==> config.mk <==
export PLATFORM = sky130hd
export DESIGN_NAME = hazard_ctl_flat
export DESIGN_NICKNAME = d
export VERILOG_FILES = /design/src/rtl/hazard_if.sv /design/src/rtl/hazard_ctl.sv /design/src/flat_wrapper.sv
export SDC_FILE = /design/constraint.sdc
export NUM_CORES = 1
export LEC_CHECK = 0
export CAP_MARGIN = 20
export CORE_ASPECT_RATIO = 1.5
export CORE_MARGIN = 2
export CORE_UTILIZATION = 45
export CTS_CLUSTER_DIAMETER = 80
export DETAILED_ROUTE_END_ITERATION = 10
export GPL_TIMING_DRIVEN = 0
export PLACE_DENSITY = 0.79
export SYNTH_ARGS = -nofsm -noshare
export SYNTH_HDL_FRONTEND = slang
export SYNTH_SLANG_ARGS = --single-unit
==> constraint.sdc <==
create_clock -name clk -period 2.2 [get_ports clk]
set_input_delay 0.44 -clock clk [delete_from_list [all_inputs] [get_ports clk]]
set_output_delay 0.44 -clock clk [all_outputs]
set_load 0.005 [all_outputs]
==> src/rtl/hazard_if.sv <==
// hazard_if: ID/EX hazard inputs and pipeline-control outputs of the hazard controller.
//   slave  : hazard_ctl side (observes ID/EX fields, drives enables/flushes and mult/div status)
//   master : pipeline side (drives ID/EX fields, receives enables/flushes and mult/div status)
interface hazard_if;
   logic [4:0]  ID_Rs;
   logic [4:0]  ID_Rt;
   logic        ID_UsesRs;
   logic        ID_UsesRt;
   logic        ID_UsesHiLo;
   logic        ID_Jump;
   logic        EX_MemRead;
   logic [4:0]  EX_WriteRegister;
   logic        EX_BranchTaken;
   logic [1:0]  EX_MulDivOp;
   logic        PC_Write;
   logic        IF_ID_Write;
   logic        IF_ID_Flush;
   logic        ID_EX_Flush;
   logic        MulDiv_Start;
   logic        MulDiv_Busy;
   logic        MulDiv_Done;
   logic [15:0] Stall_Count;

   modport slave (
      input  ID_Rs, ID_Rt, ID_UsesRs, ID_UsesRt, ID_UsesHiLo, ID_Jump,
             EX_MemRead, EX_WriteRegister, EX_BranchTaken, EX_MulDivOp,
      output PC_Write, IF_ID_Write, IF_ID_Flush, ID_EX_Flush,
             MulDiv_Start, MulDiv_Busy, MulDiv_Done, Stall_Count
   );

   modport master (
      output ID_Rs, ID_Rt, ID_UsesRs, ID_UsesRt, ID_UsesHiLo, ID_Jump,
             EX_MemRead, EX_WriteRegister, EX_BranchTaken, EX_MulDivOp,
      input  PC_Write, IF_ID_Write, IF_ID_Flush, ID_EX_Flush,
             MulDiv_Start, MulDiv_Busy, MulDiv_Done, Stall_Count
   );
endinterface

==> src/rtl/hazard_ctl.sv <==
// hazard_ctl: pipeline hazard controller for the 5-stage core.
//   clk, rst_n : clock and asynchronous active-low reset
//   hz         : hazard_if.slave
//                in : ID source regs/usage, ID jump, EX load/dest, EX branch, EX mult/div op
//                out: PC/IF_ID enables and flushes (combinational, same-cycle effect),
//                     mult/div start/busy/done, saturating stall-cycle counter
module hazard_ctl #(
   parameter int unsigned MULT_CYCLES = 4,
   parameter int unsigned DIV_CYCLES  = 32
) (
   input  logic     clk,
   input  logic     rst_n,
   hazard_if.slave  hz
);

   localparam int unsigned MAX_CYCLES = (MULT_CYCLES > DIV_CYCLES) ? MULT_CYCLES : DIV_CYCLES;
   localparam int unsigned CNT_W      = (MAX_CYCLES >= 2) ? $clog2(MAX_CYCLES) : 1;
   localparam int unsigned SC_W       = 16;

   localparam logic [1:0] OP_MULT = 2'b01;
   localparam logic [1:0] OP_DIV  = 2'b10;

   typedef enum logic [1:0] {
      ST_IDLE = 2'd0,
      ST_BUSY = 2'd1,
      ST_DONE = 2'd2
   } state_e;

   state_e            state_q, state_d;
   logic [CNT_W-1:0]  cnt_q, cnt_d;
   logic [SC_W-1:0]   stall_cnt_q, stall_cnt_d;

   logic muldiv_req_c;
   logic start_c;
   logic load_use_c;
   logic hilo_stall_c;
   logic stall_c;

   // Reserved op encoding 11 behaves like no op.
   assign muldiv_req_c = (hz.EX_MulDivOp == OP_MULT) || (hz.EX_MulDivOp == OP_DIV);

   // Mult/div sequencer: next state, cycle counter and start pulse.
   always_comb begin
      state_d = state_q;
      cnt_d   = cnt_q;
      start_c = 1'b0;
      case (state_q)
         ST_IDLE: begin
            if (muldiv_req_c) begin
               start_c = 1'b1;
               cnt_d   = (hz.EX_MulDivOp == OP_MULT) ? CNT_W'(MULT_CYCLES - 1)
                                                     : CNT_W'(DIV_CYCLES - 1);
               state_d = ST_BUSY;
            end
         end
         ST_BUSY: begin
            if (cnt_q == '0) begin
               state_d = ST_DONE;
            end else begin
               cnt_d = cnt_q - CNT_W'(1);
            end
         end
         ST_DONE: begin
            state_d = ST_IDLE;
         end
         default: begin
            state_d = ST_IDLE;
         end
      endcase
   end

   // Hazard detection; a load into $0 never creates a dependency.
   always_comb begin
      load_use_c = hz.EX_MemRead && (hz.EX_WriteRegister != 5'd0) &&
                   ((hz.ID_UsesRs && (hz.ID_Rs == hz.EX_WriteRegister)) ||
                    (hz.ID_UsesRt && (hz.ID_Rt == hz.EX_WriteRegister)));
      // HI/LO users wait from the start cycle until the DONE cycle.
      hilo_stall_c = hz.ID_UsesHiLo && (start_c || (state_q == ST_BUSY));
      stall_c      = load_use_c || hilo_stall_c;
   end

   // Pipeline control with priority: taken branch, stall, jump.
   always_comb begin
      hz.PC_Write    = 1'b1;
      hz.IF_ID_Write = 1'b1;
      hz.IF_ID_Flush = 1'b0;
      hz.ID_EX_Flush = 1'b0;
      if (hz.EX_BranchTaken) begin
         hz.IF_ID_Flush = 1'b1;
         hz.ID_EX_Flush = 1'b1;
      end else if (stall_c) begin
         hz.PC_Write    = 1'b0;
         hz.IF_ID_Write = 1'b0;
         hz.ID_EX_Flush = 1'b1;
      end else if (hz.ID_Jump) begin
         hz.IF_ID_Flush = 1'b1;
      end
   end

   // Stall counter saturates at all-ones; branch-suppressed stalls do not count.
   always_comb begin
      stall_cnt_d = stall_cnt_q;
      if (stall_c && !hz.EX_BranchTaken && (stall_cnt_q != '1)) begin
         stall_cnt_d = stall_cnt_q + SC_W'(1);
      end
   end

   // State registers.
   always_ff @(posedge clk or negedge rst_n) begin
      if (!rst_n) begin
         state_q     <= ST_IDLE;
         cnt_q       <= '0;
         stall_cnt_q <= '0;
      end else begin
         state_q     <= state_d;
         cnt_q       <= cnt_d;
         stall_cnt_q <= stall_cnt_d;
      end
   end

   assign hz.MulDiv_Start = start_c;
   assign hz.MulDiv_Busy  = (state_q == ST_BUSY);
   assign hz.MulDiv_Done  = (state_q == ST_DONE);
   assign hz.Stall_Count  = stall_cnt_q;

endmodule

==> src/flat_wrapper.sv <==
// flat-port wrapper written by rule: the top's interface ports become plain ports
module hazard_ctl_flat 
#(
   parameter int unsigned MULT_CYCLES = 4,
   parameter int unsigned DIV_CYCLES  = 32
)
  (clk, rst_n, hz_ID_Rs, hz_ID_Rt, hz_ID_UsesRs, hz_ID_UsesRt, hz_ID_UsesHiLo, hz_ID_Jump, hz_EX_MemRead, hz_EX_WriteRegister, hz_EX_BranchTaken, hz_EX_MulDivOp, hz_PC_Write, hz_IF_ID_Write, hz_IF_ID_Flush, hz_ID_EX_Flush, hz_MulDiv_Start, hz_MulDiv_Busy, hz_MulDiv_Done, hz_Stall_Count);
  hazard_if hz_i ();
  input  logic clk;
  input  logic rst_n;
  input wire logic [$bits(hz_i.ID_Rs)-1:0] hz_ID_Rs;
  input wire logic [$bits(hz_i.ID_Rt)-1:0] hz_ID_Rt;
  input wire logic [$bits(hz_i.ID_UsesRs)-1:0] hz_ID_UsesRs;
  input wire logic [$bits(hz_i.ID_UsesRt)-1:0] hz_ID_UsesRt;
  input wire logic [$bits(hz_i.ID_UsesHiLo)-1:0] hz_ID_UsesHiLo;
  input wire logic [$bits(hz_i.ID_Jump)-1:0] hz_ID_Jump;
  input wire logic [$bits(hz_i.EX_MemRead)-1:0] hz_EX_MemRead;
  input wire logic [$bits(hz_i.EX_WriteRegister)-1:0] hz_EX_WriteRegister;
  input wire logic [$bits(hz_i.EX_BranchTaken)-1:0] hz_EX_BranchTaken;
  input wire logic [$bits(hz_i.EX_MulDivOp)-1:0] hz_EX_MulDivOp;
  output wire logic [$bits(hz_i.PC_Write)-1:0] hz_PC_Write;
  output wire logic [$bits(hz_i.IF_ID_Write)-1:0] hz_IF_ID_Write;
  output wire logic [$bits(hz_i.IF_ID_Flush)-1:0] hz_IF_ID_Flush;
  output wire logic [$bits(hz_i.ID_EX_Flush)-1:0] hz_ID_EX_Flush;
  output wire logic [$bits(hz_i.MulDiv_Start)-1:0] hz_MulDiv_Start;
  output wire logic [$bits(hz_i.MulDiv_Busy)-1:0] hz_MulDiv_Busy;
  output wire logic [$bits(hz_i.MulDiv_Done)-1:0] hz_MulDiv_Done;
  output wire logic [$bits(hz_i.Stall_Count)-1:0] hz_Stall_Count;
  assign hz_i.ID_Rs = hz_ID_Rs;
  assign hz_i.ID_Rt = hz_ID_Rt;
  assign hz_i.ID_UsesRs = hz_ID_UsesRs;
  assign hz_i.ID_UsesRt = hz_ID_UsesRt;
  assign hz_i.ID_UsesHiLo = hz_ID_UsesHiLo;
  assign hz_i.ID_Jump = hz_ID_Jump;
  assign hz_i.EX_MemRead = hz_EX_MemRead;
  assign hz_i.EX_WriteRegister = hz_EX_WriteRegister;
  assign hz_i.EX_BranchTaken = hz_EX_BranchTaken;
  assign hz_i.EX_MulDivOp = hz_EX_MulDivOp;
  assign hz_PC_Write = hz_i.PC_Write;
  assign hz_IF_ID_Write = hz_i.IF_ID_Write;
  assign hz_IF_ID_Flush = hz_i.IF_ID_Flush;
  assign hz_ID_EX_Flush = hz_i.ID_EX_Flush;
  assign hz_MulDiv_Start = hz_i.MulDiv_Start;
  assign hz_MulDiv_Busy = hz_i.MulDiv_Busy;
  assign hz_MulDiv_Done = hz_i.MulDiv_Done;
  assign hz_Stall_Count = hz_i.Stall_Count;
  hazard_ctl #(.MULT_CYCLES(MULT_CYCLES), .DIV_CYCLES(DIV_CYCLES)) u_core (.clk(clk), .rst_n(rst_n), .hz(hz_i));
endmodule
==> results.py, run 1 <==
metrics = {
    "place": {
        "portBuffers": 47,
        "placed_area_um2": 1910,
        "hpwl_um": 2730,
        "routabilityCongestion": 0.751,
    },
    "timing": {
        "finalMaxSlewViolations": 0,
        "slew-limit-headroom_pct": 66.0,
        "rsz0062_at_grt": "true",
        "finalHoldViolations": 0,
        "skew_ps": 1.59,
        "period_needed_ps": 2200,
        "period_share_pct": 100,
        "hold_ws_ps": 432,
        "worst_pin_slew_ps": 507,
        "setup_slack_ps": -4.14,
        "fmax_ghz": 0.454,
        "setup_viol": 2,
    },
    "route": {
        "drt_iter0_drc": 37,
        "viasPerCell": 5.37,
        "drt_wl_total_um": 4040,
        "vias": 1326,
        "wire_per_inst_um": 16.4,
        "postRouteAntennaNets": 0,
        "first_pass_iters": 4,
        "drc_errors": 0,
    },
    "cts": {
        "clk_path_buf_depth": 2,
        "hold_buffers": 0,
        "clkLatencyLatePin_ps": 260,
        "cts_tree": "yes",
        "root_buffer": "clkbuf_8",
        "htree_levels": 1,
        "clkSinkCount": 23,
        "cts_made_buffers": 3,
        "path_clk_slew_ps": 80,
    },
    "hold_path": {
        "hold_class": "primary input to async pin",
    },
    "power": {
        "leakage_uw": 0.000956,
        "ir_drop_mv": 0.741,
        "power.density_nw_per_um2": 717,
    },
    "setup_path": {
        "regToRegEndpoint": "u_core.hz.Stall_Count[13]",
        "cp.arrival_ps": 1760,
        "worstSetupStartpointType": "primary input",
        "worstReg2RegStart": "u_core.hz.Stall_Count[0]",
        "path_class": "primary input to output pin",
        "worstPathMaxFanout": 3,
        "reg2reg_depth": 8,
        "worstPathRequired_ps": 1760,
        "crit_path_end_kind": "output pin",
        "reg2reg_setup_slack_ps": 130,
    },
    "synth": {
        "ys.flop_type": "dfrtp_1",
        "synth_edf_count": 0,
        "synth_area_um2": 1390,
        "synth_top_cell_by_area": "dfrtp_1",
        "synthCells": 141,
        "ys_seq_elements": 23,
        "synthMostInstantiatedCell": "dfrtp_1",
        "yosysWarningCount": 0,
        "yosysSeqAreaShare_pct": 41.4,
        "synth_cell_types": 39,
        "syn_nets": 170,
        "synthArstFlopShare_pct": 100,
        "synth_common_cells": "dfrtp_1, xnor2_1, inv_1, nor2_1, xor2_1",
        "yosysTopAreaCellShare_pct": 41.4,
        "synthTopCellsByArea": "dfrtp_1, xnor2_1, xor2_1",
        "synth.avg_cell_area_um2": 9.85,
    },
    "finish": {
        "final_util_pct": 74.4,
        "syn2layout_area_growth_pct": 56.0,
        "fill_cells": 206,
        "drive_above_1_share_pct": 26.0,
        "fin_area_um2": 2170,
        "finalNetCount": 238,
        "antenna_cells": 0,
    },
    "floorplan": {
        "ioPinCount": 48,
        "die-area_um2": 3560,
        "start_util_pct": 47.7,
        "core_um2": 2910,
        "rows": 24,
        "die_width_um": 49.4,
        "fp.dieH_um": 72.0,
    },
    "global_routing": {
        "grt_pass1_wl_um": 6340,
        "grt_start_max_net_pins": 24,
        "grt.overflow.total": 0,
        "grt_util_all_layers_pct": 22.8,
        "grt_pass1_vias": 1389,
        "antenna_found_initial": 0,
    },
    "run_status": {
        "status": "finished, violations left",
        "violations": "negative setup slack",
    },
    "flow_run": {
        "maxCapViolCount": 0,
    },
}
==> cells in the final DEF (no fill, tap or decap), types with 2 or more instances in the layout <==
cell type        netlist  routed
dlygate4sd2_1          0       8
nand2b_1               4       4
clkbuf_8               0       3
a21oi_1                5       5
xnor2_2                0       4
buf_6                  1       5
ha_1                   4       3
o21ai_0                2       2
nor2_1                10      10
dfrtp_1               23      23
inv_1                 11      10
o22a_1                 2       2
a41oi_1                2       2
nor3_2                 3       5
nand4_1                5       5
clkdlybuf4s50_1        0      26
xnor2_1               14      10
buf_2                  0       6
xor2_1                 8       8
o21a_1                 2       2
nor3_1                 6       3
nand2_1                7       7
clkdlybuf4s15_1        0       3
o21ai_4                0       2
a31oi_1                4       4
nand3_1                7       7
buf_4                  1      14
==> how the worst max path moves through the flow <==
stage / to / from / depth (start not counted)
finish: hz_IF_ID_Flush / hz_ID_UsesRt / 6
global route: u_core.hz.Stall_Count[13] / hz_ID_UsesRt / 10
CTS: hz_PC_Write / hz_ID_Rs[1] / 8
detailed placement: hz_PC_Write / hz_EX_WriteRegister[1] / 8
global placement: hz_PC_Write / hz_EX_WriteRegister[0] / 7
floorplan: hz_PC_Write / hz_EX_WriteRegister[0] / 5
==> per-layer routing <==
metal | GRT usage [%] | routed length (um) | vias up | part of all wire, %
li1 | - | - | 635 | -
met1 | 25.0 | 1450 | 633 | 36
met2 | 42.9 | 2240 | 50 | 56
met3 | 3.91 | 243 | 8 | 6.0
met4 | 8.89 | 100 | 0 | 2.5
met5 | 0 | 0 | - | 0
==> flip-flops by register name, summed over array words and instances (netlist names) <==
name / cells
u_core.hz.Stall_Count: 16
u_core.cnt_q: 5
u_core.state_q: 2
==> per-stage QoR <==
step | setup TNS [ps] | std cells | setup slack [ps] | power (uW)
2_1_floorplan | 0 | 141 | 254 | 946
3_3_place_gp | -6370 | 227 | -802 | 1210
3_5_place_dp | -7540 | 227 | -864 | 1240
4_1_cts | -3.88 | 246 | -3.88 | 1530
5_1_grt | -267 | 247 | -98.9 | 1660
6_report | -7.49 | 247 | -4.14 | 1550
==> report_power, final <==
group          total (uW)  switching (uW)  internal, uW
registers             664             131           534
clock network         255             126           129
logic                 635             289           346
==> cell type report <==
| class | instances | area, um2 | share of cell area [%] |
|---|---|---|---|
| Timing Repair Buffer | 64 | 588 | 27.1 |
| Buffer | 1 | 11.3 | 0.520 |
| Inverter | 11 | 41.3 | 1.91 |
| Tap cell | 39 | 48.8 | 2.25 |
| Clock buffer | 4 | 45.0 | 2.08 |
| Multi-Input combinational cell | 105 | 857 | 39.5 |
| Sequential cell | 23 | 576 | 26.6 |
==> critical path, stage by stage <==
cell             delay, ps
clkdlybuf4s50_1        460
nand2_1                 80
o22a_1                 260
o21a_1                 240
a21o_1                 160
buf_2                  120
==> timing repair <==
| item | in CTS | in global routing |
|---|---|---|
| endpoints found under the setup margin | 15 | 10 |
| setup buffers | 15 | 1 |
| endpoints found under the hold margin | 0 | 0 |
| resized for setup | 61 | 18 |
| pin swaps | 18 | 13 |
==> logic make-up (layout without fill, tap and decap cells) <==
kind of cell,after synthesis,after routing,synth area share (%)
AO/OA/AOI/OAI,22,22,11.2
XOR/XNOR,22,22,13.9
AND/OR/NAND/NOR,55,55,24.0
buffers and inverters,13,80,4.32
flip-flops,23,23,41.4
multiplexers,2,2,1.62
adder cells (fa/ha/maj),4,4,3.60
Note: power is estimated with default switching activity, not from simulation.
==> inputs of run 2 (changes only) <==
CORE_MARGIN = 4   (was 2)
CTS_CLUSTER_DIAMETER = not set   (was 80)
==> run 2 against run 1 <==
Compared with the run above:
- the run still ends with negative setup slack left
- global-route usage fell by 2.8 points
- die area rose by 14%
- first-iteration DRC count did not move
- register-to-register slack improved by 30 ps
- wire length fell by 3.4%
- maximum frequency fell by 0.47%
- worst setup slack got worse by 10 ps
- non-clock buffer count fell by 5
- final cell count fell by 2.0%
- clock-buffer cell count fell by 1
- flip-flop and latch count did not move
==> results.py, run 2 (synthesis results as in run 1) <==
metrics = {
    "setup_path": {
        "cp_cell_sequence": "buf_8, or4_4, o21ai_4, o21a_1, buf_6, a21o_1, buf_2",
        "worstPathMaxFanout": 3,
        "cp.arrival_ps": 1770,
        "worstPathRequired_ps": 1760,
        "worstSetupStartpointType": "primary input",
        "reg2reg_depth": 7,
        "slowest_delay_ps": 540,
        "cp_slowest_cell": "or4_4",
        "crit_path_end_kind": "output pin",
        "path_class": "primary input to output pin",
    },
    "place": {
        "routabilityCongestion": 0.787,
        "hpwl_um": 2790,
        "portBuffers": 47,
        "placed_area_um2": 1910,
    },
    "timing": {
        "worst_pin_slew_ps": 487,
        "finalHoldViolations": 0,
        "finalMaxSlewViolations": 0,
        "setup_viol": 1,
        "setup_slack_ps": -14.6,
        "period_needed_ps": 2210,
        "period_share_pct": 101,
        "slew-limit-headroom_pct": 67.3,
        "rsz0062_at_grt": "true",
        "fmax_ghz": 0.452,
        "skew_ps": 8.70,
    },
    "cts": {
        "htree_levels": 1,
        "clkSinkCount": 23,
        "cts_made_buffers": 3,
        "hold_buffers": 0,
        "path_clk_slew_ps": 90,
        "clkLatencyLatePin_ps": 270,
        "clk_path_buf_depth": 2,
        "cts_tree": "yes",
        "root_buffer": "clkbuf_8",
    },
    "power": {
        "power.density_nw_per_um2": 753,
        "leakage_uw": 0.000925,
        "finalPower_uw": 1570,
        "ir_drop_mv": 0.669,
    },
    "route": {
        "drc_errors": 0,
        "vias": 1331,
        "wire_per_inst_um": 16.1,
        "drt_iter0_drc": 37,
        "viasPerCell": 5.50,
        "drt_wl_total_um": 3900,
        "postRouteAntennaNets": 0,
        "first_pass_iters": 4,
    },
    "run_status": {
        "status": "finished, violations left",
        "violations": "negative setup slack",
    },
    "finish": {
        "fin_area_um2": 2080,
        "largest_reg_flops": 16,
        "layout_common_cells": "clkdlybuf4s50_1, dfrtp_1, buf_4, inv_1, nor2_1",
        "mostFrequentLayoutCell": "clkdlybuf4s50_1",
        "finalNetCount": 233,
        "antenna_cells": 0,
        "syn2layout_area_growth_pct": 49.8,
        "drive_above_1_share_pct": 28.6,
    },
    "global_routing": {
        "grt.overflow.total": 0,
        "grt_start_max_net_pins": 24,
        "grt_pass1_wl_um": 6330,
        "grt_pass1_vias": 1392,
        "grt_util_all_layers_pct": 20.0,
        "antenna_found_initial": 0,
    },
    "hold_path": {
        "hold_class": "primary input to async pin",
    },
    "floorplan": {
        "ioPinCount": 48,
        "die-area_um2": 4060,
        "core_um2": 2940,
        "rows": 24,
        "fp.dieH_um": 76.0,
        "die_width_um": 53.4,
        "start_util_pct": 47.2,
    },
    "flow_run": {
        "maxCapViolCount": 0,
    },
}
run 2: area by class of cell:
cell class | instances | area (um2)
Fill cell | 237 | 862
Multi-Input combinational cell | 105 | 850
Sequential cell | 23 | 576
Timing Repair Buffer | 58 | 498
Tap cell | 39 | 48.8
Clock buffer | 3 | 41.3
Inverter | 11 | 41.3
Buffer | 2 | 18.8
Clock inverter | 1 | 7.51
run 2: through the flow:
step	utilization [%]	TNS, ps	hold slack (ps)	instances	setup slack, ps
final	70.7	-14.6	478	242	-14.6
after global routing	70.7	-166	488	242	-102
after CTS	68.5	0	500	240	2.67
after detailed placement	64.8	-7700	490	227	-844
after global placement	64.8	-6670	482	227	-815
after floorplan	-	0	144	141	254
run 2: routing by layer:
layer / vias to the layer above / wire [um] / global-route usage, %
met4: 0 / 87 / 6.14
met5: - / 0 / 0
met1: 637 / 1460 / 23.8
li1: 624 / - / -
met2: 59 / 2040 / 34.4
met3: 11 / 307 / 4.50
run 2: what timing repair did:
action / CTS / global route
gates cloned: 0 / 0
setup endpoints to repair: 16 / 14
pin swaps: 20 / 21
gates resized for setup: 62 / 29
setup buffers: 9 / 1
run 2: worst paths after layout:
kind / end / from / slack (ps)
setup reg to reg: u_core.hz.Stall_Count[1] / u_core.hz.Stall_Count[0] / 160
max in group asynchronous: u_core.hz.Stall_Count[15] / rst_n / 1260
hold / removal: u_core.hz.Stall_Count[3] / rst_n / 480
setup / recovery: hz_IF_ID_Flush / hz_EX_WriteRegister[3] / -10
min in group clk: u_core.hz.Stall_Count[13] / u_core.hz.Stall_Count[13] / 500
hold reg to reg: u_core.hz.Stall_Count[13] / u_core.hz.Stall_Count[13] / 500
run 2: critical path: cells and delay by family:
family | cells | cell delay (ps)
simple gates | 1 | 540
compound gates | 3 | 460
buf+inv | 3 | 330
run 2: power breakdown:
group          internal [uW]  switching [uW]
sequential               533             132
combinational            339             293
clock                    128             141
total                   1000             566
==> inputs of run 3 (changes only) <==
clock period = 2.32 ns   (was 2.2 ns; I/O delays follow)
==> run 3 against run 2 <==
Compared with the run above:
- the run still ends with negative setup slack left
- sequential share of layout area increased by 0.39 points
- critical path depth increased by 1
- sequential power decreased by 5.1%
- via count decreased by 1.2%
- design area decreased by 1.4%
- clock power decreased by 5%
- flip-flop and latch count unchanged
- die area unchanged
- clock-buffer cell count unchanged
- clock skew about the same
- register-to-register slack improved by 90 ps
- largest cell class unchanged
- largest power group unchanged
==> results.py, run 3 (synthesis results as in run 1) <==
metrics = {
    "run_status": {
        "status": "finished, violations left",
        "violations": "negative setup slack",
    },
    "finish": {
        "finalNetCount": 233,
        "layout_common_cells": "clkdlybuf4s50_1, dfrtp_1, xnor2_1, buf_4",
        "syn2layout_area_growth_pct": 47.7,
        "largest_reg_flops": 16,
        "antenna_cells": 0,
        "mostFrequentLayoutCell": "clkdlybuf4s50_1",
        "drive_above_1_share_pct": 21.2,
        "final_util_pct": 69.7,
    },
    "global_routing": {
        "grt_pass1_vias": 1397,
        "grt_pass1_wl_um": 6290,
        "grt.overflow.total": 0,
        "grt_start_max_net_pins": 24,
        "grt_util_all_layers_pct": 19.9,
        "antenna_found_initial": 0,
    },
    "route": {
        "viasPerCell": 5.43,
        "first_pass_iters": 4,
        "vias": 1315,
        "postRouteAntennaNets": 0,
        "wire_per_inst_um": 16.6,
        "drt_wl_total_um": 4010,
        "drc_errors": 0,
        "drt_iter0_drc": 28,
    },
    "setup_path": {
        "regToRegEndpoint": "u_core.hz.Stall_Count[13]",
        "worstSetupStartpointType": "primary input",
        "path_class": "primary input to output pin",
        "worstPathMaxFanout": 2,
        "reg2reg_depth": 8,
        "worstPathRequired_ps": 1860,
        "reg2reg_setup_slack_ps": 250,
        "worstReg2RegStart": "u_core.hz.Stall_Count[0]",
        "crit_path_end_kind": "output pin",
        "cp.arrival_ps": 1910,
    },
    "timing": {
        "period_needed_ps": 2370,
        "rsz0062_at_grt": "true",
        "skew_ps": 8.55,
        "setup_viol": 2,
        "finalHoldViolations": 0,
        "period_share_pct": 102,
        "fmax_ghz": 0.422,
        "hold_ws_ps": 499,
        "setup_slack_ps": -50.6,
        "worst_pin_slew_ps": 497,
        "finalMaxSlewViolations": 0,
        "slew-limit-headroom_pct": 66.6,
    },
    "power": {
        "p_sw_uw": 533,
        "leakage_uw": 0.000884,
        "p_seq_share_pct": 42.8,
        "power_frac_comb_pct": 39.8,
        "power.density_nw_per_um2": 718,
        "clkPwrFrac_pct": 17.4,
        "ir_drop_mv": 0.641,
        "finalPower_uw": 1470,
        "internal_power_uw": 940,
        "p_sw_share_pct": 36.2,
    },
    "cts": {
        "cts_tree": "yes",
        "clkLatencyLatePin_ps": 270,
        "cts_made_buffers": 3,
        "path_clk_slew_ps": 90,
        "clkSinkCount": 23,
        "root_buffer": "clkbuf_8",
        "htree_levels": 1,
        "clk_path_buf_depth": 2,
    },
    "floorplan": {
        "die_width_um": 53.4,
        "core_um2": 2940,
        "fp.dieH_um": 76.0,
        "rows": 24,
        "die-area_um2": 4060,
        "start_util_pct": 47.2,
        "ioPinCount": 48,
    },
    "place": {
        "hpwl_um": 2790,
        "pre_cts_slack_ps": -772,
        "portBuffers": 47,
        "routabilityCongestion": 0.787,
    },
    "hold_path": {
        "hold_class": "primary input to async pin",
    },
    "flow_run": {
        "maxCapViolCount": 0,
    },
}
==> run 3: changes by cell type in the layout (fill, tap and decap cells not counted), sizes merged <==
| cell | change |
|---|---|
| dlymetal6s2s | -1 |
| clkbuf | -9 |
| dlygate4sd2 | +8 |
| clkdlybuf4s15 | +1 |
| clkdlybuf4s50 | +2 |
| buf | -1 |
==> run 3: layout make-up <==
cell class	count	area, um2
Clock buffer	3	41.3
Multi-Input combinational cell	105	798
Fill cell	241	891
Sequential cell	23	576
Timing Repair Buffer	58	520
Clock inverter	1	7.51
Buffer	2	18.8
Tap cell	39	48.8
Inverter	11	41.3
==> run 3: power groups by stage <==
stage	registers [uW]	clock network, uW	logic, uW
global placement	629	0	524
global route	650	281	652
detailed placement	635	0	556
finish	631	256	586
CTS	630	260	570
floorplan	615	0	282
==> run 3: timing repair <==
| item | in CTS | in global routing |
|---|---|---|
| resized for setup | 46 | 9 |
| pin swaps | 18 | 8 |
| setup endpoints to repair | 7 | 8 |
| setup buffers | 8 | 2 |
| hold buffers | 0 | 0 |
==> run 3: routing by layer <==
layer	share of wire, %	wire [um]	GRT usage, %	vias up
met5	0	0	0	-
met4	1.3	51	7.16	0
met3	8.3	331	4.89	6
met2	52	2090	33.9	59
met1	38	1540	23.3	630
li1	-	-	-	620
==> run 3: worst max-delay path by stage <==
stage / start / end / slack (ps)
after global placement: hz_EX_WriteRegister[0] / hz_PC_Write / -740
after global routing: hz_ID_Rs[4] / hz_IF_ID_Flush / -130
after floorplan: hz_EX_WriteRegister[0] / hz_PC_Write / 330
final: hz_ID_Rs[3] / hz_IF_ID_Flush / -50
after CTS: hz_ID_Rt[3] / hz_IF_ID_Flush / 0.4
after detailed placement: hz_EX_WriteRegister[3] / hz_PC_Write / -770
==> run 3: critical path: stages <==
cell and delay [ps]:
dlygate4sd2_1 240, xnor2_1 160, nand4_1 150, o22a_1 250, o21a_1 250, buf_6 130, a21o_1 140, buf_2 120
==> run 3: through the flow <==
step           instances  instance area, um2  setup TNS (ps)
2_1_floorplan        141                1390               0
3_3_place_gp         227                1910           -5050
3_5_place_dp         227                1910           -5890
4_1_cts              239                2010               0
5_1_grt              242                2050            -305
6_report             242                2050           -85.2
